<file path="src/rtl/bus_initiator.sv">
// bus_initiator: single-word 386-style local-bus initiator.
// Turns one request into a T1/T2 bus cycle, waits for the decoder's READYb,
// and returns read data or a timeout error with a one-cycle ack pulse.
module bus_initiator #(
  parameter int TIMEOUT  = 64,  // max T2 samples of READYb=1 before abort (2..256)
  parameter int IDLE_GAP = 1    // idle cycles after completion before next T1 (0..3)
) (
  input  logic        clk,
  input  logic        RESET,
  input  logic        req,
  input  logic        req_wr,
  input  logic        req_mio,
  input  logic [29:0] req_addr,
  input  logic [3:0]  req_be,
  input  logic [31:0] req_wdata,
  output logic        busy,
  output logic        ack,
  output logic        err,
  output logic [31:0] rdata,
  output logic        ADS,
  output logic        WR,
  output logic        MIO,
  output logic [29:0] A,
  output logic [3:0]  BEb,
  output logic [31:0] D_out,
  output logic        D_oe,
  input  logic [31:0] D_in,
  input  logic        READYb
);

  typedef enum logic [1:0] {
    S_IDLE,
    S_T1,
    S_T2,
    S_GAP
  } state_t;

  // Wait counter holds 0..TIMEOUT-1; the TIMEOUT-th READYb=1 sample aborts.
  localparam int             CW       = (TIMEOUT > 2) ? $clog2(TIMEOUT) : 1;
  localparam logic [CW-1:0]  TO_LAST  = CW'(TIMEOUT - 1);
  // The ack cycle is the first gap cycle, so the gap counter starts at IDLE_GAP-1.
  localparam logic [1:0]     GAP_LOAD = (IDLE_GAP > 0) ? 2'(IDLE_GAP - 1) : 2'd0;

  state_t        r_state;
  logic [CW-1:0] r_wait_cnt;
  logic [1:0]    r_gap_cnt;
  logic          r_busy;
  logic          r_ack;
  logic          r_err;
  logic [31:0]   r_rdata;
  logic          r_ads;
  logic          r_wr;
  logic          r_mio;
  logic [29:0]   r_a;
  logic [3:0]    r_beb;
  logic [31:0]   r_dout;
  logic          r_doe;

  // Bus cycle sequencer: state, counters and every registered output.
  always_ff @(posedge clk) begin
    // NOTE: reset is synchronous; RESET only takes effect on a rising clock edge.
    if (RESET) begin
      r_state    <= S_IDLE;
      r_wait_cnt <= '0;
      r_gap_cnt  <= '0;
      r_busy     <= 1'b0;
      r_ack      <= 1'b0;
      r_err      <= 1'b0;
      r_rdata    <= '0;
      r_ads      <= 1'b1;
      r_wr       <= 1'b0;
      r_mio      <= 1'b1;
      r_a        <= '0;
      r_beb      <= 4'b1111;
      r_dout     <= '0;
      r_doe      <= 1'b0;
    end else begin
      // NOTE: all state uses <= so every register sees pre-edge values of the others.
      r_ack <= 1'b0;
      r_err <= 1'b0;
      case (r_state)
        S_IDLE: begin
          if (req) begin
            r_state <= S_T1;
            r_busy  <= 1'b1;
            r_ads   <= 1'b0;
            r_wr    <= req_wr;
            r_mio   <= req_mio;
            r_a     <= req_addr;
            r_beb   <= ~req_be;
            r_dout  <= req_wr ? req_wdata : 32'd0;
            r_doe   <= req_wr;
          end
        end

        S_T1: begin
          // READYb is ignored during T1; address phase lasts exactly one cycle.
          r_ads      <= 1'b1;
          r_wait_cnt <= '0;
          r_state    <= S_T2;
        end

        S_T2: begin
          // READYb=0 wins even on the edge where the timeout would expire.
          if (!READYb || (r_wait_cnt == TO_LAST)) begin
            r_ack <= 1'b1;
            r_err <= READYb;
            if (!READYb && !r_wr) begin
              r_rdata <= D_in;
            end
            r_wr       <= 1'b0;
            r_mio      <= 1'b1;
            r_a        <= '0;
            r_beb      <= 4'b1111;
            r_dout     <= '0;
            r_doe      <= 1'b0;
            r_wait_cnt <= '0;
            if (IDLE_GAP > 0) begin
              r_state   <= S_GAP;
              r_gap_cnt <= GAP_LOAD;
            end else begin
              r_state <= S_IDLE;
              r_busy  <= 1'b0;
            end
          end else begin
            r_wait_cnt <= r_wait_cnt + CW'(1);
          end
        end

        S_GAP: begin
          if (r_gap_cnt == 2'd0) begin
            r_state <= S_IDLE;
            r_busy  <= 1'b0;
          end else begin
            r_gap_cnt <= r_gap_cnt - 2'd1;
          end
        end

        default: r_state <= S_IDLE;
      endcase
    end
  end

  assign busy  = r_busy;
  assign ack   = r_ack;
  assign err   = r_err;
  assign rdata = r_rdata;
  assign ADS   = r_ads;
  assign WR    = r_wr;
  assign MIO   = r_mio;
  assign A     = r_a;
  assign BEb   = r_beb;
  assign D_out = r_dout;
  assign D_oe  = r_doe;

endmodule

</file>
<file path="config.mk">
export PLATFORM = sky130hd
export DESIGN_NAME = bus_initiator
export DESIGN_NICKNAME = d
export VERILOG_FILES = /design/src/rtl/bus_initiator.sv
export SDC_FILE = /design/constraint.sdc
export NUM_CORES = 1
export LEC_CHECK = 0
export ABC_AREA = 1
export BUFFER_PORTS_ARGS = -buffer_cell sky130_fd_sc_hd__buf_2
export CAP_MARGIN = 10
export CELL_PAD_IN_SITES_DETAIL_PLACEMENT = 1
export CELL_PAD_IN_SITES_GLOBAL_PLACEMENT = 1
export CORE_MARGIN = 2
export CORE_UTILIZATION = 34
export CTS_BUF_LIST = sky130_fd_sc_hd__clkbuf_8 sky130_fd_sc_hd__clkbuf_16
export CTS_CLUSTER_SIZE = 25
export DETAILED_ROUTE_END_ITERATION = 16
export PLACE_DENSITY_LB_ADDON = 0.1
export SETUP_SLACK_MARGIN = 0.02
export SYNTH_ARGS = -nofsm -noshare
export SYNTH_HDL_FRONTEND = slang
export SYNTH_SLANG_ARGS = --single-unit
</file>
<file path="constraint.sdc">
create_clock -name clk -period 3.37 [get_ports clk]
set_clock_uncertainty 0.2 [all_clocks]
set_input_delay 0.5055 -clock clk [delete_from_list [all_inputs] [get_ports clk]]
set_output_delay 0.5055 -clock clk [all_outputs]
set_load 0.02 [all_outputs]
</file>
==> results by group, run 1 <==
Status
  – Status: completed

Detailed routing
  – DRT Wirelength: 14.0 mm
  – WL per Instance: between 10 and 15 um
  – Drc violations: 0
  – Drt pass-1 iters: 4
  – Routed Antenna Nets: 0
  – Drt initial violations: a little over 200
  – DR vias: 4615
  – Avg Vias per Cell: between 4 and 5

Floorplan
  – Initial Util: 0.351
  – DIE WIDTH: approximately 120 um
  – Core ar.: 0.0127 sq mm
  – I/O pin count: roughly 210
  – DIE AREA: about 0.014 sq mm
  – Row cnt: 41
  – Die Height: around 120 um

STA
  – Worst-Margin Slew: approximately 980 ps
  – Setup violators final: 0
  – Max_slew headroom: 0.347
  – Fin. max-slew vios: 0
  – F_max: 396 MHz
  – Final Hold Vio Count: 0
  – Final setup margin: 842 ps
  – Final min period: around 2500 ps
  – Hold_ws: roughly 130 ps
  – RSZ-0062 raised after global routing: no
  – Setup_tns: 0 ps
  – Final Cycle Share: 0.750

Power
  – Peak supply drop: ~0.00037 V
  – Leak: 0.00311 uW
  – P per Cell Area: roughly 900 mW/mm^2

Placed design
  – Post-DP HPWL: roughly 9.8 mm
  – # port buffers: roughly 210
  – Gpl congestion: approximately 0.75
  – Pre-CTS worst setup slack: ~850 ps
  – Placed Cells incl. Taps: approximately 960

Worst setup path
  – WP buf/inv: 4
  – CP Depth: 9
  – CP Capture Type: flop
  – Critical path type: flop to flop
  – CP cell instances: inv_1 > ha_1 > inv_2 > buf_4 > a21oi_4 > nand2_2 > inv_2 > nor2_1 > nor2_1
  – Critical Path AT: 2670 ps
  – CP Max Fanout: 30
  – Slowest stage delay, CP: between 400 and 500 ps
  – CP required: ~3500 ps
  – Critical-path top delay cell: inv_2
  – Startpoint types: flop
  – CP top delay family: buffers and inverters
  – R2R cell count: 9

Clocking
  – Number of setup buffers added after CTS: 0
  – H-tree Lvls: 4
  – CTS tree: done
  – CTS resizes: 0
  – Worst-Skew Late Latency: 410 ps
  – TritonCTS Buffers: 17
  – Worst-case clock buffer depth: 2
  – CTS clk-pin slew, worst paths: about 50 ps
  – Root Buffer: clkbuf_16
  – Cts hold-fix bufs: 0
  – Clock tree sinks: 114

Global routing
  – Total grt overflow: 0
  – First-pass GRT wire length: 22.8 mm
  – Global Route Usage Sum: 0.203
  – GR Util met3: 0.0835
  – Met2 usage: 0.329
  – Initial antenna violation count: 2
  – Busiest layer in global routing: met2
  – Met1 GRT Util: 0.235
  – Vias in the first global route: roughly 4700
  – Largest net degree at the start of global routing: 43

Min path
  – WHS Path Cells: 3
  – Worst Hold Class: primary input to flop

Yosys
  – Distinct cells, synth: 24
  – Syn Std Cell Area: approximately 0.0045 sq mm
  – Area leader, netlist: dfxtp_1
  – Ys Warns: 0
  – Synth top area cells: dfxtp_1 (51%), nand2_1 (13%), nor2_1 (12%), nand3_1 (5.0%), a21oi_1 (4.3%)
  – Register area share after synthesis: 0.511
  – Post-synthesis cell count: slightly above 600
  – Syn Nets: a little over 700
  – Post-Syn Area per Cell: approximately 7.3 sq um
  – Post-synth top area share: 0.511
  – FF+latch count, synth: between 100 and 150

Cells and area
  – Share of cells above drive strength 1: 0.309
  – Final net count: 916
  – Final cell count without fillers: 988
  – Area grow syn2layout: 38.3%
  – N_diodes: 0

Flow run
  – Max-cap check violation count: 0
## power by group
| group | total (uW) | internal, uW | switching (uW) | leakage, uW |
|---|---|---|---|---|
| Sequential | 1830 | 1660 | 165 | 0.000932 |
| Clock | 1790 | 1220 | 579 | 0.000310 |
| Combinational | 1940 | 618 | 1320 | 0.00187 |
## Yosys cell counts (all sizes together)
cell type and instances:
or2 3, ha 7, nand3 45, buf 24
nor3 2, xor2 3, dfxtp 114, nand4 2
nand2 160, xnor2 1, a21oi 39, nor2 139
o21ai 34, clkbuf 16, inv 19, clkinv 1
mux2i 1
## stage by stage
stage,total power [uW],utilization,cell area (sq um)
after floorplan,3230,-,4460
after global placement,3720,0.438,5580
after detailed placement,3800,0.438,5580
after CTS,5640,0.485,6170
after global routing,5940,0.485,6170
final,5560,0.485,6170
## worst paths after layout
check	startpoint	end	slack, ps
worst max-delay path	r_state[0]	A[8]	840
worst min-delay path	READYb	err	130
worst max register to register	r_state[0]	A[8]	840
worst min register to register	D_out[16]	D_out[16]	260
## kinds of logic (layout without fill, tap and decap cells)
logic type               count (synthesis)  count (layout)  share of synthesized area
AND/OR/NAND/NOR                        351             351                      0.312
multiplexers                             1               1                    0.00224
adder cells (fa/ha/maj)                  7               7                     0.0196
AO/OA/AOI/OAI                           73              73                     0.0844
XOR/XNOR                                 4               4                    0.00785
flip-flops                             114             114                      0.511
buffers and inverters                   60             266                     0.0622
## layout by cell type (no fill, tap or decap), drive strengths merged, types with 7 or more instances in the layout
master and instances:
nand3 45, nor2 139, dfxtp 114, ha 7
a21oi 39, clkbuf 21, o21ai 34, inv 24
nand2 160, buf 216
## worst min-delay path, stage by stage
cell and delay (ps):
buf_2 120, nand2_1 60, inv_1 40
## flip-flops by register name (all words and copies together) (netlist names)
| signal | cells |
|---|---|
| D_out | 32 |
| rdata | 32 |
| A | 30 |
| r_wait_cnt | 6 |
| BEb | 4 |
| r_gap_cnt | 2 |
| r_state | 2 |
| ADS | 1 |
| D_oe | 1 |
| MIO | 1 |
| ack | 1 |
| busy | 1 |
| err | 1 |
## area by class of cell
cell class / count / area, sq um
clock buffers: 21 / 480
repair buffers: 216 / 1100
fillers: 1661 / 6550
multi-input cells: 436 / 1900
flip-flops and latches: 114 / 2280
clock inverters: 9 / 115
well taps: 172 / 215
inverters: 20 / 75.1
## layer usage
| metal | wire length [um] | up-vias |
|---|---|---|
| met5 | 13 | - |
| met4 | 342 | 2 |
| met3 | 1100 | 30 |
| met2 | 6510 | 151 |
| met1 | 6010 | 2128 |
| li1 | - | 2304 |
(Power assumes the default switching activity.)
==> inputs of run 2 (changes only) <==
--- a/config.mk
+++ b/config.mk
@@ -5,13 +5,13 @@
 export SDC_FILE = /design/constraint.sdc
 export NUM_CORES = 1
 export LEC_CHECK = 0
-export ABC_AREA = 1
+export ABC_AREA = 0
 export BUFFER_PORTS_ARGS = -buffer_cell sky130_fd_sc_hd__buf_2
 export CAP_MARGIN = 10
 export CELL_PAD_IN_SITES_DETAIL_PLACEMENT = 1
 export CELL_PAD_IN_SITES_GLOBAL_PLACEMENT = 1
 export CORE_MARGIN = 2
-export CORE_UTILIZATION = 34
+export CORE_UTILIZATION = 29
 export CTS_BUF_LIST = sky130_fd_sc_hd__clkbuf_8 sky130_fd_sc_hd__clkbuf_16
 export CTS_CLUSTER_SIZE = 25
 export DETAILED_ROUTE_END_ITERATION = 16
==> constraint.sdc (replaced) <==
create_clock -name clk -period 2.32 [get_ports clk]
set_clock_uncertainty 0.2 [all_clocks]
set_input_delay 0.348 -clock clk [delete_from_list [all_inputs] [get_ports clk]]
set_output_delay 0.348 -clock clk [all_outputs]
set_load 0.02 [all_outputs]
==> run 2 against run 1 <==
Combinational power about the same. Wire length decreased by 2.4%. Count of clock-buffer cells in the layout decreased by 2. Global-route usage decreased by 1.4 points. Clock power increased by 50%. Via count decreased by 11%. Maximum frequency increased by 18%. Sequential power increased by 33%. Synthesized cell count decreased by 35%. Critical path type unchanged. Critical endpoint is now D_out[20]. Highest routed layer is now met4.
==> results by group, run 2 <==
Worst setup path
  – Slowest stage delay, CP: 340 ps (was 430 ps)
  – Critical path launch point: r_state[0] (unchanged)
  – Critical path type: flop to flop (unchanged)
  – CP Max Fanout: 44 (was 30)
  – CP required: 2470 ps (was 3510 ps)
  – Worst r2r src: r_state[0] (unchanged)
  – CP cell instances: inv_1 > ha_1 > nand2_1 > o21bai_4 > a21oi_4 > buf_12 > a22o_1 (was inv_1 > ha_1 > inv_2 > buf_4 > a21oi_4 > nand2_2 > inv_2 > nor2_1 > nor2_1)
  – Critical-path top delay cell: ha_1 (was inv_2)
  – Critical Path AT: 2290 ps (was 2670 ps)
  – Startpoint types: flop (unchanged)
  – CP Capture Type: flop (unchanged)

Detailed routing
  – DR vias: 4099 (was 4615)
  – Routed Antenna Nets: 0 (unchanged)
  – Drt pass-1 iters: 4 (unchanged)
  – DRT Wirelength: 13.6 mm (was 14.0 mm)
  – Drc violations: 0 (unchanged)
  – Avg Vias per Cell: 4.62 (was 4.67)
  – Drt initial violations: 135 (was 203)
  – WL per Instance: 15.4 um (was 14.1 um)

Floorplan
  – Die Height: 121 um (was 119 um)
  – Initial Util: 0.298 (was 0.351)
  – DIE AREA: 0.0147 sq mm (was 0.0141 sq mm)
  – Core ar.: 0.0133 sq mm (was 0.0127 sq mm)
  – Row cnt: 42 (was 41)
  – I/O pin count: 209 (unchanged)
  – DIE WIDTH: 121 um (was 119 um)

Clocking
  – Worst-case clock buffer depth: 2 (unchanged)
  – CTS resizes: 0 (unchanged)
  – CTS tree: done (unchanged)
  – TritonCTS Buffers: 17 (unchanged)
  – Clock tree sinks: 114 (unchanged)
  – H-tree Lvls: 4 (unchanged)
  – Number of setup buffers added after CTS: 0 (unchanged)
  – Root Buffer: clkbuf_16 (unchanged)
  – CTS clk-pin slew, worst paths: 60 ps (was 50 ps)
  – Worst-Skew Late Latency: 410 ps (about the same)

Cells and area
  – Most frequent cells in the layout: buf_2 (208), dfxtp_1 (114), dlygate4sd3_1 (98) (was buf_2 (208), nand2_1 (159), nor2_1 (138))
  – Share of cells above drive strength 1: 0.358 (was 0.309)
  – Final cell count without fillers: 888 (was 988)
  – Commonest non-fill, non-tap cell in the layout: buf_2 (unchanged)
  – Fillers: 1536 (was 1661)
  – Area grow syn2layout: 70.9% (was 38.3%)
  – Final net count: 810 (was 916)
  – N_diodes: 0 (unchanged)
  – Final core occ: 0.510 (was 0.485)

STA
  – Max_slew headroom: 0.687 (was 0.347)
  – Fin. max-slew vios: 0 (unchanged)
  – Hold_ws: 22.3 ps (was 134 ps)
  – Worst-Margin Slew: 469 ps (was 978 ps)
  – Setup violators final: 0 (unchanged)
  – Final min period: 2140 ps (was 2530 ps)
  – RSZ-0062 raised after global routing: no (unchanged)
  – Final Cycle Share: 0.921 (was 0.750)
  – Setup_tns: 0 ps (unchanged)
  – F_max: 468 MHz (was 396 MHz)
  – Final Hold Vio Count: 0 (unchanged)
  – Final setup margin: 183 ps (was 842 ps)

Power
  – Seq pwr share: 0.343 (was 0.329)
  – Switching power of the nets: 2280 uW (was 2060 uW)
  – Design internal power: 4800 uW (was 3500 uW)
  – Leak: 0.00317 uW (was 0.00311 uW)
  – Peak supply drop: 0.000454 V (was 0.000368 V)
  – Logic pwr share: 0.278 (was 0.349)
  – Net Sw Frac: 0.322 (was 0.371)
  – P per Cell Area: 1040 mW/mm^2 (was 901 mW/mm^2)
  – Clock share of power: 0.378 (was 0.323)

Yosys
  – Post-Syn Area per Cell: 10.1 sq um (was 7.32 sq um)
  – Top FF cell, synth: dfxtp_1 (unchanged)
  – Post-synthesis cell count: 395 (was 610)
  – Ys Warns: 0 (unchanged)
  – Synth top area cells: dfxtp_1 (57%), a22o_1 (13%), nand2_1 (6.6%), a21oi_1 (5.4%), ha_1 (2.2%) (was dfxtp_1 (51%), nand2_1 (13%), nor2_1 (12%), nand3_1 (5.0%), a21oi_1 (4.3%))
  – Register area share after synthesis: 0.573 (was 0.511)
  – Syn Std Cell Area: 0.00398 sq mm (was 0.00446 sq mm)
  – Distinct cells, synth: 41 (was 24)
  – EDFF count, synth: 0 (unchanged)
  – Async SR Flop Fraction: 0 (unchanged)
  – Most common cell in the synthesized netlist: dfxtp_1 (was nand2_1)
  – Top cell types by occurrence after synthesis: dfxtp_1 (114), nand2_1 (70), a22o_1 (61), a21oi_1 (43), clkbuf_1 (16) (was nand2_1 (159), nor2_1 (138), dfxtp_1 (114), nand3_1 (45), a21oi_1 (38))
  – FF+latch count, synth: 114 (unchanged)
  – Area leader, netlist: dfxtp_1 (unchanged)
  – Post-synth top area share: 0.573 (was 0.511)
  – Syn Nets: 506 (was 721)

Flow run
  – Max-cap check violation count: 0 (unchanged)

Global routing
  – Total grt overflow: 0 (unchanged)
  – Met1 GRT Util: 0.216 (was 0.235)
  – Global Route Usage Sum: 0.189 (was 0.203)
  – Vias in the first global route: 4328 (was 4693)
  – Initial antenna violation count: 0 (was 2)
  – Busiest layer in global routing: met2 (unchanged)
  – Met2 usage: 0.323 (was 0.329)
  – First-pass GRT wire length: 21.6 mm (was 22.8 mm)
  – Largest net degree at the start of global routing: 45 (was 43)
  – GR Util met3: 0.0606 (was 0.0835)

Min path
  – Worst Hold Class: primary input to flop (unchanged)
  – Hold Startpoint: req_mio (was READYb)

Placed design
  – Pre-CTS worst setup slack: 197 ps (was 851 ps)
  – Gpl congestion: 0.714 (was 0.748)
  – Placed Cells incl. Taps: 758 (was 958)
  – Post-DP HPWL: 8.57 mm (was 9.81 mm)
  – # port buffers: 208 (unchanged)

Status
  – Status: completed (unchanged)
==> run 2: critical path: cells and delay by family (launching register included) <==
kind | cells | cell delay, ps
compound gates | 3 | 660
buf+inv | 2 | 370
fa+ha+maj | 1 | 340
flops | 1 | 330
simple gates | 1 | 180
==> run 2: per-layer routing <==
| metal | up-vias | routed length [um] |
|---|---|---|
| li1 | 2001 | - |
| met5 | - | 0 |
| met3 | 24 | 880 |
| met2 | 139 | 6870 |
| met1 | 1935 | 5590 |
| met4 | 0 | 293 |
==> run 2: what timing repair did <==
item                                   in CTS  in global routing
endpoints found under the hold margin      98                  0
hold buffers                               98                  0
setup endpoints to repair                   0                  0
==> run 2: power by group through the flow <==
stage                     clock network [uW]  logic [uW]  registers (uW)
after global routing                    2830        2170            2470
after global placement                     0        1820            2460
after detailed placement                   0        1840            2470
after floorplan                            0         839            2800
after CTS                               2740        1980            2430
final                                   2680        1970            2430
==> run 2: stage by stage <==
stage / cell area [sq um] / power (uW)
6_report: 6800 / 7080
5_1_grt: 6800 / 7470
4_1_cts: 6800 / 7160
3_5_place_dp: 5210 / 4310
3_3_place_gp: 5210 / 4280
2_1_floorplan: 3980 / 3640
==> run 2: path summary, 6_finish.rpt <==
check	cells after the start	slack, ps	end
worst max-delay path	7	180	D_out[20]
worst min-delay path	3	20	MIO
worst max register to register	7	180	D_out[20]
worst min register to register	2	250	rdata[1]
==> run 2: area by class of cell <==
type	instances	area [sq um]	area share
Clock buffer	19	453	0.0666
Sequential cell	114	2280	0.335
Multi-Input combinational cell	241	1520	0.224
Inverter	10	37.5	0.00552
Timing Repair Buffer	315	2130	0.313
Clock inverter	13	160	0.0235
Tap cell	176	220	0.0324
==> run 2: cells by family (layout without fill, tap and decap cells) <==
| family | Yosys count | after routing | share of synthesized area |
|---|---|---|---|
| AND/OR/NAND/NOR | 104 | 104 | 0.116 |
| XOR/XNOR | 3 | 3 | 0.00660 |
| multiplexers | 1 | 1 | 0.00283 |
| flip-flops | 114 | 114 | 0.573 |
| adder cells (fa/ha/maj) | 7 | 7 | 0.0220 |
| buffers and inverters | 40 | 357 | 0.0475 |
| AO/OA/AOI/OAI | 126 | 126 | 0.232 |
==> inputs of run 3 (changes only) <==
--- a/config.mk
+++ b/config.mk
@@ -10,6 +10,7 @@
 export CAP_MARGIN = 10
 export CELL_PAD_IN_SITES_DETAIL_PLACEMENT = 1
 export CELL_PAD_IN_SITES_GLOBAL_PLACEMENT = 1
+export CORE_ASPECT_RATIO = 2
 export CORE_MARGIN = 2
 export CORE_UTILIZATION = 29
 export CTS_BUF_LIST = sky130_fd_sc_hd__clkbuf_8 sky130_fd_sc_hd__clkbuf_16
==> run 3 against run 2 <==
Largest power group unchanged. Cell count decreased by 2.1%. Power decreased by 0.57%. Design area decreased by 0.39%. Flip-flop and latch count unchanged. Count of clock-buffer cells in the layout decreased by 2. Utilization decreased by 0.54 points. Non-clock buffer count increased by 2. Combinational power about the same. Hold slack improved by 110 ps. Register-to-register slack improved by 40 ps.
==> results by group, run 3 (synthesis results as in run 2) <==
Worst setup path
  – CP Max Fanout: 68 (was 44)
  – Critical path type: flop to flop (unchanged)
  – Startpoint types: flop (unchanged)
  – R2R cell count: 7 (unchanged)
  – Critical Path AT: 2240 ps (was 2290 ps)
  – CP Capture Type: flop (unchanged)
  – CP required: 2470 ps (about the same)

Power
  – Net Sw Frac: 0.327 (was 0.322)
  – Leak: 0.00317 uW (about the same)
  – Clock share of power: 0.378 (about the same)
  – Design internal power: 4740 uW (was 4800 uW)
  – Switching power of the nets: 2310 uW (was 2280 uW)
  – Peak supply drop: 0.000538 V (was 0.000454 V)
  – Logic pwr share: 0.277 (was 0.278)
  – Seq pwr share: 0.345 (was 0.343)
  – P per Cell Area: 1040 mW/mm^2 (about the same)

STA
  – Final Cycle Share: 0.904 (was 0.921)
  – F_max: 477 MHz (was 468 MHz)
  – Worst-Margin Slew: 433 ps (was 469 ps)
  – Final Hold Vio Count: 0 (unchanged)
  – Max_slew headroom: 0.710 (was 0.687)
  – RSZ-0062 raised after global routing: no (unchanged)
  – Setup_tns: 0 ps (unchanged)
  – Fin. max-slew vios: 0 (unchanged)
  – Setup violators final: 0 (unchanged)
  – Final min period: 2100 ps (was 2140 ps)

Clocking
  – Worst-case clock buffer depth: 2 (unchanged)
  – CTS tree: done (unchanged)
  – CTS resizes: 0 (unchanged)
  – TritonCTS Buffers: 17 (unchanged)
  – H-tree Lvls: 4 (unchanged)
  – Worst-Skew Late Latency: 400 ps (was 410 ps)
  – CTS clk-pin slew, worst paths: 60 ps (about the same)
  – Clock tree sinks: 114 (unchanged)
  – Root Buffer: clkbuf_16 (unchanged)

Cells and area
  – Final net count: 812 (was 810)
  – Most frequent cells in the layout: buf_2 (208), dfxtp_1 (114), dlygate4sd3_1 (99) (was buf_2 (208), dfxtp_1 (114), dlygate4sd3_1 (98))
  – Share of cells above drive strength 1: 0.359 (was 0.358)
  – N_diodes: 0 (unchanged)
  – Final cell count without fillers: 869 (was 888)
  – Commonest non-fill, non-tap cell in the layout: buf_2 (unchanged)
  – Area grow syn2layout: 70.2% (was 70.9%)

Floorplan
  – DIE AREA: 0.0147 sq mm (about the same)
  – Row cnt: 60 (was 42)
  – I/O pin count: 209 (unchanged)
  – Die Height: 170 um (was 121 um)
  – Initial Util: 0.296 (was 0.298)
  – DIE WIDTH: 86.9 um (was 121 um)
  – Core ar.: 0.0134 sq mm (was 0.0133 sq mm)

Global routing
  – Total grt overflow: 0 (unchanged)
  – First-pass GRT wire length: 22.0 mm (was 21.6 mm)
  – Met1 GRT Util: 0.199 (was 0.216)
  – Global Route Usage Sum: 0.188 (was 0.189)
  – Largest net degree at the start of global routing: 69 (was 45)
  – Initial antenna violation count: 0 (unchanged)
  – Vias in the first global route: 4508 (was 4328)
  – Busiest layer in global routing: met2 (unchanged)
  – GR Util met3: 0.0496 (was 0.0606)
  – Met2 usage: 0.338 (was 0.323)

Detailed routing
  – Drt initial violations: 107 (was 135)
  – WL per Instance: 15.8 um (was 15.4 um)
  – Drc violations: 0 (unchanged)
  – Avg Vias per Cell: 4.79 (was 4.62)
  – DR vias: 4163 (was 4099)
  – Routed Antenna Nets: 0 (unchanged)
  – Drt pass-1 iters: 4 (unchanged)
  – DRT Wirelength: 13.7 mm (was 13.6 mm)

Flow run
  – Max-cap check violation count: 0 (unchanged)

Placed design
  – Post-DP HPWL: 9.21 mm (was 8.57 mm)
  – Placed Cells incl. Taps: 738 (was 758)
  – Gpl congestion: 0.720 (was 0.714)
  – # port buffers: 208 (unchanged)

Status
  – Status: completed (unchanged)

Min path
  – Worst Hold Class: primary input to flop (unchanged)
  – WHS Path Cells: 5 (was 3)
[run 3: power groups by stage]
stage          sequential [uW]  clock, uW  combinational [uW]
5_1_grt                   2470       2820                2130
3_3_place_gp              2460          0                1790
4_1_cts                   2430       2730                1970
2_1_floorplan             2800          0                 839
6_report                  2430       2660                1950
3_5_place_dp              2470          0                1830
[run 3: per-layer routing]
metal | vias to the layer above | part of all wire
met1 | 1957 | 0.38
met2 | 174 | 0.53
met5 | - | 0
met3 | 27 | 0.066
met4 | 0 | 0.024
li1 | 2005 | -
[run 3: area by class of cell]
| type | count | area, sq um |
|---|---|---|
| Sequential cell | 114 | 2280 |
| Inverter | 10 | 37.5 |
| Timing Repair Buffer | 317 | 2130 |
| Multi-Input combinational cell | 241 | 1520 |
| Fill cell | 1534 | 6660 |
| Clock inverter | 15 | 183 |
| Clock buffer | 17 | 425 |
| Tap cell | 155 | 194 |
[run 3: worst max-delay path, cell delays in order, from the launching register on]
cell,delay [ps]
dfxtp_1,380
inv_1,100
ha_1,260
nand2_1,210
o21ai_1,150
a21oi_4,190
buf_12,290
a22o_1,210
[run 3: path summary, 6_finish.rpt]
path         startpoint        to  slack (ps)
min reg2reg         MIO       MIO         250
max          r_state[0]  D_out[9]         220
min                 req      busy         130
max reg2reg  r_state[0]  D_out[9]         220
[run 3: what timing repair did]
action	CTS	global route
hold buffers	99	0
endpoints found under the hold margin	99	0
buffers inserted	0	0
[run 3: per-stage QoR]
| stage | util | power, uW | cell area, sq um | hold WS, ps | setup WS, ps |
|---|---|---|---|---|---|
| after floorplan | - | 3640 | 3980 | 248 | 385 |
| after global placement | 0.385 | 4250 | 5180 | 236 | 282 |
| after detailed placement | 0.385 | 4300 | 5180 | 248 | 233 |
| after CTS | 0.504 | 7130 | 6780 | 121 | 228 |
| after global routing | 0.504 | 7410 | 6780 | 151 | 60.4 |
| final | 0.504 | 7040 | 6780 | 130 | 224 |
